<file path="src/rtl/decode_stage_pkg.sv">
// Shared decode definitions: RISC-V major opcodes, per-lane control
// words and the default control-bus width.
package decode_stage_pkg;

  localparam int CTRL_WIDTH = 8;

  typedef logic [4:0] reg_idx_t;

  localparam logic [6:0] OP_LUI    = 7'h37;
  localparam logic [6:0] OP_AUIPC  = 7'h17;
  localparam logic [6:0] OP_JAL    = 7'h6f;
  localparam logic [6:0] OP_JALR   = 7'h67;
  localparam logic [6:0] OP_BRANCH = 7'h63;
  localparam logic [6:0] OP_LOAD   = 7'h03;
  localparam logic [6:0] OP_STORE  = 7'h23;
  localparam logic [6:0] OP_ALUI   = 7'h13;
  localparam logic [6:0] OP_ALUR   = 7'h33;

  localparam logic [CTRL_WIDTH-1:0] ALUI_CTRL   = 8'h01;
  localparam logic [CTRL_WIDTH-1:0] ALUR_CTRL   = 8'h02;
  localparam logic [CTRL_WIDTH-1:0] LUI_CTRL    = 8'h03;
  localparam logic [CTRL_WIDTH-1:0] AUIPC_CTRL  = 8'h04;
  localparam logic [CTRL_WIDTH-1:0] JAL_CTRL    = 8'h05;
  localparam logic [CTRL_WIDTH-1:0] JALR_CTRL   = 8'h06;
  localparam logic [CTRL_WIDTH-1:0] BRANCH_CTRL = 8'h07;
  localparam logic [CTRL_WIDTH-1:0] LOAD_CTRL   = 8'h08;
  localparam logic [CTRL_WIDTH-1:0] STORE_CTRL  = 8'h09;

  localparam logic [CTRL_WIDTH-1:0] INVALID_INST_CTRL = 8'hff;

endpackage

</file>
<file path="src/rtl/decode_stage_lane_decode.sv">
// Combinational single-lane decoder: control word plus register usage.
// Ports: valid/inst in; ctrl, writes_rd, uses_rs1/2, rd, rs1, rs2 out.
module lane_decode
  import decode_stage_pkg::*;
#(
  parameter int CTRL_W = CTRL_WIDTH,
  parameter bit MEM_EN = 1'b0
) (
  input  logic              valid,
  input  logic [31:0]       inst,
  output logic [CTRL_W-1:0] ctrl,
  output logic              writes_rd,
  output logic              uses_rs1,
  output logic              uses_rs2,
  output reg_idx_t          rd,
  output reg_idx_t          rs1,
  output reg_idx_t          rs2
);

  logic [6:0] opc;
  logic       unused_bits;

  assign opc = inst[6:0];
  assign rd  = inst[11:7];
  assign rs1 = inst[19:15];
  assign rs2 = inst[24:20];

  assign unused_bits = ^{inst[31:25], inst[14:12]};

  always_comb begin
    ctrl      = '0;
    writes_rd = 1'b0;
    uses_rs1  = 1'b0;
    uses_rs2  = 1'b0;
    if (valid) begin
      // unknown opcodes keep this and touch no registers
      ctrl = CTRL_W'(INVALID_INST_CTRL);
      unique case (1'b1)
        opc == OP_ALUI: begin
          ctrl      = CTRL_W'(ALUI_CTRL);
          writes_rd = 1'b1;
          uses_rs1  = 1'b1;
        end
        opc == OP_ALUR: begin
          ctrl      = CTRL_W'(ALUR_CTRL);
          writes_rd = 1'b1;
          uses_rs1  = 1'b1;
          uses_rs2  = 1'b1;
        end
        opc == OP_LUI: begin
          ctrl      = CTRL_W'(LUI_CTRL);
          writes_rd = 1'b1;
        end
        opc == OP_AUIPC: begin
          ctrl      = CTRL_W'(AUIPC_CTRL);
          writes_rd = 1'b1;
        end
        opc == OP_JAL: begin
          ctrl      = CTRL_W'(JAL_CTRL);
          writes_rd = 1'b1;
        end
        opc == OP_JALR: begin
          ctrl      = CTRL_W'(JALR_CTRL);
          writes_rd = 1'b1;
          uses_rs1  = 1'b1;
        end
        opc == OP_BRANCH: begin
          ctrl     = CTRL_W'(BRANCH_CTRL);
          uses_rs1 = 1'b1;
          uses_rs2 = 1'b1;
        end
        opc == OP_LOAD && MEM_EN: begin
          ctrl      = CTRL_W'(LOAD_CTRL);
          writes_rd = 1'b1;
          uses_rs1  = 1'b1;
        end
        opc == OP_STORE && MEM_EN: begin
          ctrl     = CTRL_W'(STORE_CTRL);
          uses_rs1 = 1'b1;
          uses_rs2 = 1'b1;
        end
        default: ;
      endcase
    end
  end

endmodule

</file>
<file path="src/rtl/decode_stage.sv">
// Multi-lane registered decode stage; splits packets on intra-packet RAW.
// Ports: fetch side in_*, issue side out_*, flush_i, split_cnt_o stats.
module decode_stage
  import decode_stage_pkg::*;
#(
  parameter int LANES  = 2,
  parameter int CTRL_W = CTRL_WIDTH,
  parameter bit MEM_EN = 1'b0,
  parameter int CNT_W  = 16
) (
  input  logic                    clk_i,
  input  logic                    rst_i,
  input  logic [LANES-1:0]        in_valid_i,
  input  logic [LANES*32-1:0]     in_inst_i,
  input  logic [LANES*32-1:0]     in_pc_i,
  output logic                    in_ready_o,
  output logic [LANES-1:0]        out_valid_o,
  output logic [LANES*32-1:0]     out_inst_o,
  output logic [LANES*32-1:0]     out_pc_o,
  output logic [LANES*CTRL_W-1:0] out_ctrl_o,
  input  logic                    out_ready_i,
  input  logic                    flush_i,
  output logic [CNT_W-1:0]        split_cnt_o
);

  logic [LANES-1:0]    pending_q;
  logic [LANES*32-1:0] inst_q;
  logic [LANES*32-1:0] pc_q;

  logic [LANES-1:0] wr;
  logic [LANES-1:0] u1;
  logic [LANES-1:0] u2;
  reg_idx_t         rd  [LANES];
  reg_idx_t         rs1 [LANES];
  reg_idx_t         rs2 [LANES];

  logic [LANES-1:0] haz;
  logic [LANES-1:0] group;
  logic [LANES-1:0] remain;
  logic             blocked;
  logic             accept;
  logic             issue;

  for (genvar g = 0; g < LANES; g++) begin : g_lane
    lane_decode #(
      .CTRL_W (CTRL_W),
      .MEM_EN (MEM_EN)
    ) u_dec (
      .valid     (pending_q[g]),
      .inst      (inst_q[g*32 +: 32]),
      .ctrl      (out_ctrl_o[g*CTRL_W +: CTRL_W]),
      .writes_rd (wr[g]),
      .uses_rs1  (u1[g]),
      .uses_rs2  (u2[g]),
      .rd        (rd[g]),
      .rs1       (rs1[g]),
      .rs2       (rs2[g])
    );
  end

  // usage flags are already gated by pending, so haz implies pending
  always_comb begin
    haz = '0;
    for (int j = 1; j < LANES; j++) begin
      for (int i = 0; i < j; i++) begin
        if (wr[i] && rd[i] != 5'd0 &&
            ((u1[j] && rs1[j] == rd[i]) ||
             (u2[j] && rs2[j] == rd[i])))
          haz[j] = 1'b1;
      end
    end
  end

  // group = pending lanes strictly below the first hazardous lane
  always_comb begin
    group   = '0;
    blocked = 1'b0;
    for (int k = 0; k < LANES; k++) begin
      blocked  = blocked | haz[k];
      group[k] = pending_q[k] & ~blocked;
    end
  end

  assign remain = pending_q & ~group;

  assign in_ready_o = !flush_i &&
                      (pending_q == '0 ||
                       (out_ready_i && group == pending_q));

  assign accept = in_ready_o && |in_valid_i;
  assign issue  = !flush_i && out_ready_i && |group;

  always_ff @(posedge clk_i or posedge rst_i) begin
    if (rst_i) begin
      pending_q   <= '0;
      split_cnt_o <= '0;
    end else if (flush_i) begin
      pending_q <= '0;
    end else if (accept) begin
      pending_q <= in_valid_i;
    end else if (issue) begin
      pending_q <= remain;
      if (|remain && split_cnt_o != '1)
        split_cnt_o <= split_cnt_o + CNT_W'(1);
    end
  end

  always_ff @(posedge clk_i) begin
    if (accept) begin
      inst_q <= in_inst_i;
      pc_q   <= in_pc_i;
    end
  end

  assign out_valid_o = group;
  assign out_inst_o  = inst_q;
  assign out_pc_o    = pc_q;

endmodule

</file>
<file path="config.mk">
export PLATFORM = sky130hd
export DESIGN_NAME = decode_stage
export DESIGN_NICKNAME = d
export VERILOG_FILES = /design/src/rtl/decode_stage_pkg.sv /design/src/rtl/decode_stage_lane_decode.sv /design/src/rtl/decode_stage.sv
export SDC_FILE = /design/constraint.sdc
export NUM_CORES = 1
export LEC_CHECK = 0
export CORE_MARGIN = 2
export CORE_UTILIZATION = 38
export DETAILED_ROUTE_END_ITERATION = 8
export PLACE_DENSITY = 0.8
export SYNTH_ARGS = -nofsm -noshare
export SYNTH_HDL_FRONTEND = slang
export SYNTH_SLANG_ARGS = --single-unit
export TNS_END_PERCENT = 20
</file>
<file path="constraint.sdc">
create_clock -name clk_i -period 11.8 [get_ports clk_i]
set_input_delay 1.18 -clock clk_i [delete_from_list [all_inputs] [get_ports clk_i]]
set_output_delay 1.18 -clock clk_i [all_outputs]
set_load 0.01 [all_outputs]
</file>
Yosys cells after proc, flatten, opt, wreduce, memory -nomap -nowiden
Index checks and enable logic that the tools add are counted.

Bitwise gates (word level): 6. Reduce and logical (&&, ||, !) cells: 23. Muxes and demuxes: 14. Add/subtract/negate cells: 1. Equal/unequal tests: 18.

Operators by type and width (count): one-hot mux 8 bit (7 select lines) (2); == test 7 bit, second input constant (6); == test 7 x 5 -> 1 bit, second input constant (4); == test 7 x 6 -> 1 bit, second input constant (4); adder 16 x 1 -> 16 bit, second input constant (1); 2-to-1 mux 8 bit (2); != test 16 bit, second input constant (1); == test 5 bit (2); logical AND 1 bit (10); OR reduction 2 bit (4); 2-to-1 mux 1 bit (7); 2-to-1 mux 2 bit (3); OR reduction 6 bit (1); nonzero test 5 bit (1); AND reduction 4 bit (1); OR reduction 4 bit (1); inverter 1 bit (3); nonzero test 3 bit (1); bitwise AND 2 bit (1); zero test 2 bit (1); logical OR 1 bit (2); inverter 2 bit (1); bitwise AND 1 bit (1); == test 1 bit (1); zero test 1 bit (1).

Bits of input ports: 134. Flip-flop bits (word level): 146. Output and inout bits: 163. Logic and storage cells: 66.

Logic depth before layout (Yosys ltp)
Word-level depth: 17. Gate-level depth with buffers: 8. Mapped depth without buffers: 6.

Modules after synthesis
Synthesis repeated with hierarchy kept, for this count alone.

Cells, all modules: 324. Area, all modules: 5546.6 um^2.

By module, submodules not included: decode_stage (times used 1, seq. area each 4294.1 um^2, cells each 236, area an instance 4936.0 um^2); lane_decode (times used 2, seq. area each 0.0 um^2, cells each 44, area an instance 305.3 um^2).

Worst setup path after synthesis
Ideal clock, no wire load.

Path kind: in2reg. Start: input port out_ready_i. End: register inst_q[0], in the netlist out_inst_o[0], enable pin. Buffers on the path: 0. Stages on the path: 3. Library setup time: 0.774 ns. Setup slack: 1.006 ns. Arrival time: 10.020 ns. Required time: 11.026 ns. Cells stage by stage: inv_1 o22a_1 nor3_1.

Word-level cells in the longest chain between the ends: 4.

RTL lines: start: declaration (line decode_stage.sv:21) `input logic out_ready_i,`; logical AND 1 bit (line decode_stage.sv:88) `(out_ready_i && group == pending_q));`; logical OR 1 bit (line decode_stage.sv:87) `(pending_q == '0 ||`; logical AND 1 bit (line decode_stage.sv:86) `assign in_ready_o = !flush_i &&`; logical AND 1 bit (line decode_stage.sv:90) `assign accept = in_ready_o && |in_valid_i;`; net accept (line decode_stage.sv:41) `logic accept;`; end signal: assignment (line decode_stage.sv:110) `inst_q <= in_inst_i;`; end: declaration (line decode_stage.sv:27) `logic [LANES*32-1:0] inst_q;`.

The timed path passes the listed nets, and every way through them passes these cells. A chain may end at the register's enable or synchronous reset.

Worst setup path in the final report
Start: register inst_q[36], in the netlist out_inst_o[36]. End: output port out_ctrl_o[8].

Word-level cells in the longest chain between the ends: 3. Elaborated cells between the ends (all ways): 9. Classes of those cells: eq/ne (7); mux (2).

RTL lines: == test 7 bit (tied with other cells) (line decode_stage_lane_decode.sv:67) `opc == OP_BRANCH: begin`; one-hot mux 8 bit (7 select lines) (*) (line decode_stage_lane_decode.sv:38) `unique case (1'b1)`; 2-to-1 mux 8 bit (*) (line decode_stage_lane_decode.sv:35) `if (valid) begin`; end: declaration (line decode_stage.sv:20) `output logic [LANES*CTRL_W-1:0] out_ctrl_o,`.

Every way passes the cells marked *; elsewhere a longest branch is shown, timed or not.

==> flow_summary.ini <==
[power]
internal-power_w = 0.00107
p_clk_share_pct = 42.8
switching_share_pct = 21.0
p_leak_nw = 3.27
pwr-share-seq_pct = 45.2
combPwrFrac_pct = 12.0
power.switching_w = 0.000284
p_per_area_mw_per_mm2 = 150
peakVddDrop_v = 0.000106

[grt]
grt_max_degree = 67
grt_pass1_vias = 3974
grt_antenna_before_repair = 1
gr-total-overflow = 0
track_usage_pct = 21.6
grt_pass1_wl_mm = 22.7

[placement]
dp.cells = 743
gp_congestion = 0.857
hpwl_mm = 12.0
io_buffer_count = 296

[clock_tree]
cts_setup_buffers = 0
cts_buffers = 17
clkTransAtPathRegs_ps = 60
cts-htree-levels = 4
holdBufCountCts = 0
postCtsResizedCells = 0
cts_tree = built
cts.sinks = 146
cts.path.max_buffers = 2
clock_latency_ps = 420
clockRootBuffer = clkbuf_16

[outcome]
status = completed

[routing]
viasPerCell = 4.73
dr.pass1.iters = 4
wl_per_cell_microns = 20.3
route.detailed.drc = 0
num_vias = 3662
drt-total-wl_mm = 15.8
ant_nets = 0
drtIter0Drc = 185

[worst_hold_path]
worstHoldPathType = reg2reg

[timing]
max_clock_freq_mhz = 255
finClkSkew_ps = 11.5
rsz0062_at_grt = no
slew_violations = 0
hold_violations = 0
tightest_slew_ps = 827
fin_crit_sh_pct = 33.2
maxSlewHeadroom_pct = 44.9
finalSetupViolations = 0
fin_crit_ps = 3920
tns_ps = 0

[floorplan]
start_util_pct = 39.4
die_x_microns = 122
io_pins = 297
num_rows = 42
die_area_sq_mm = 0.0148
core_area_sq_mm = 0.0133
die_h_microns = 122

[setup_path]
crit_buf_inv = 1
cp_max_fo = 7
worst_ep_arrival_time_ps = 2740
start_kind = register
path_class = reg2out
cpPeakStageDelay_ps = 600
end_kind = output pin
cp_slowest_cell = a21boi_0
cp_cell_sequence = or2b_1, nor2_1, a21boi_0, o21ai_0, a21boi_0, a31o_2, clkdlybuf4s50_1
worst_ep_required_time_ps = 10620
path_delay_family = compound AO/OA/AOI/OAI gates
crit_path_frequent_cell = a21boi_0

[synth]
yosysSeqAreaShare_pct = 81.8
synth-edff-count = 128
syn_area_per_cell_sq_um = 18.6
synth_warnings = 0
synthArstFlopShare_pct = 12.3
ys_ff_latch = 146
synth_ff_type = edfxtp_1
synthCells = 282
syn_nets = 417
syn-cell-area_sq_mm = 0.00525
ys_types = 46

[cells_and_area]
layout-drive-gt1-share_pct = 6.69
final_cell_mix = clkdlybuf4s50_1 (296), edfxtp_1 (128), dfrtp_1 (18)
nets = 721
utilization_pct = 67.5
stdcell_count = 775
syn_to_final_growth_pct = 71.5
layout_commonest_cell = clkdlybuf4s50_1

[flow_run]
maxCapViolations = 0
final cells by class:
| type | instances | area (sq um) |
|---|---|---|
| sequential | 146 | 4290 |
| multi-input combinational | 119 | 858 |
| clock buffer | 18 | 429 |
| clock inverter | 13 | 210 |
| fill | 903 | 4340 |
| inverter | 4 | 15.0 |
| antenna | 1 | 2.50 |
| timing repair buffer | 298 | 2980 |
| tap | 176 | 220 |
cell families (layout without fill, tap and decap cells):
family	after synthesis	count (layout)	share of synthesized area, %
adders and majority gates	1	1	0.238
AOI/OAI and AO/OA	23	23	3.29
DFF	146	146	81.8
xor gates and xnor gates	27	27	4.50
and+or+nand+nor	66	66	7.81
muxes	2	2	0.405
buffers and inverters	17	333	2.00
other	0	1	0
per-layer routing:
layer / track usage [%] / up-vias / part of all wire, % / routed length, microns
li1: - / 1673 / - / -
met1: 21.9 / 1769 / 34 / 5320
met2: 39.3 / 191 / 55 / 8660
met3: 8.47 / 29 / 8.4 / 1320
met4: 9.05 / 0 / 2.9 / 452
met5: 0 / - / 0 / 0
through the flow:
stage	instance area, sq um	hold slack [ps]	setup slack (ps)	power, W
detailed placement	8370	487	7760	0.000786
finish	9010	497	7880	0.00136
global route	9000	506	7560	0.00140
global placement	8370	479	7810	0.000782
CTS	9000	498	7870	0.00137
floorplan	5250	515	1010	0.000676
worst reg2reg max path, cell delays in order (launching register included):
cell	delay [ps]
edfxtp_1	460
nor3_1	300
nand2_1	100
o2111ai_1	210
a21oi_1	190
o22a_1	210
nor3_2	150
buf_4	650
buf_4	800
sequential cells by signal (all words and copies together), names as in the netlist:
name / cells
out_pc_o: 64
split_cnt_o: 16
out_inst_o: 64
pending_q: 2
final timing paths:
kind,start,endpoint,slack [ps],cells past startpoint
setup / recovery,out_inst_o[36]$_DFFE_PP_,out_ctrl_o[8],7880,7
hold / removal,split_cnt_o[14]$_DFFE_PP0P_,split_cnt_o[14]$_DFFE_PP0P_,500,1
setup reg to reg,out_inst_o[7]$_DFFE_PP_,out_pc_o[53]$_DFFE_PP_,8330,8
hold reg to reg,split_cnt_o[14]$_DFFE_PP0P_,split_cnt_o[14]$_DFFE_PP0P_,500,1
max in group asynchronous,rst_i,split_cnt_o[12]$_DFFE_PP0P_,10190,2
min in group asynchronous,rst_i,split_cnt_o[8]$_DFFE_PP0P_,1180,2
synth_stat cells, types with 2 or more instances:
cell / count / share of area [%]
xor2_1: 10 / 1.7
and3_1: 3 / 0.36
nand3b_1: 3 / 0.43
nand3_1: 9 / 0.86
o21ai_0: 3 / 0.29
dfrtp_1: 18 / 8.6
nor2b_1: 2 / 0.24
edfxtp_1: 128 / 73
buf_4: 9 / 1.3
nor3_1: 3 / 0.29
and2_1: 3 / 0.36
nand2_1: 13 / 0.93
and4_1: 4 / 0.67
a21boi_0: 4 / 0.57
nand4_1: 5 / 0.60
clkbuf_1: 3 / 0.21
inv_1: 4 / 0.29
nor2_1: 9 / 0.64
nand2b_1: 2 / 0.24
a21oi_1: 5 / 0.48
xnor2_1: 17 / 2.8
power groups by stage:
stage	clock, W	combinational [W]	sequential (W)
after floorplan	0	0.0000324	0.000644
final	0.000580	0.000162	0.000613
after global placement	0	0.000160	0.000622
after global routing	0.000611	0.000171	0.000616
after detailed placement	0	0.000163	0.000624
after CTS	0.000592	0.000164	0.000614
No activity file was read; power rests on OpenSTA's default activity.
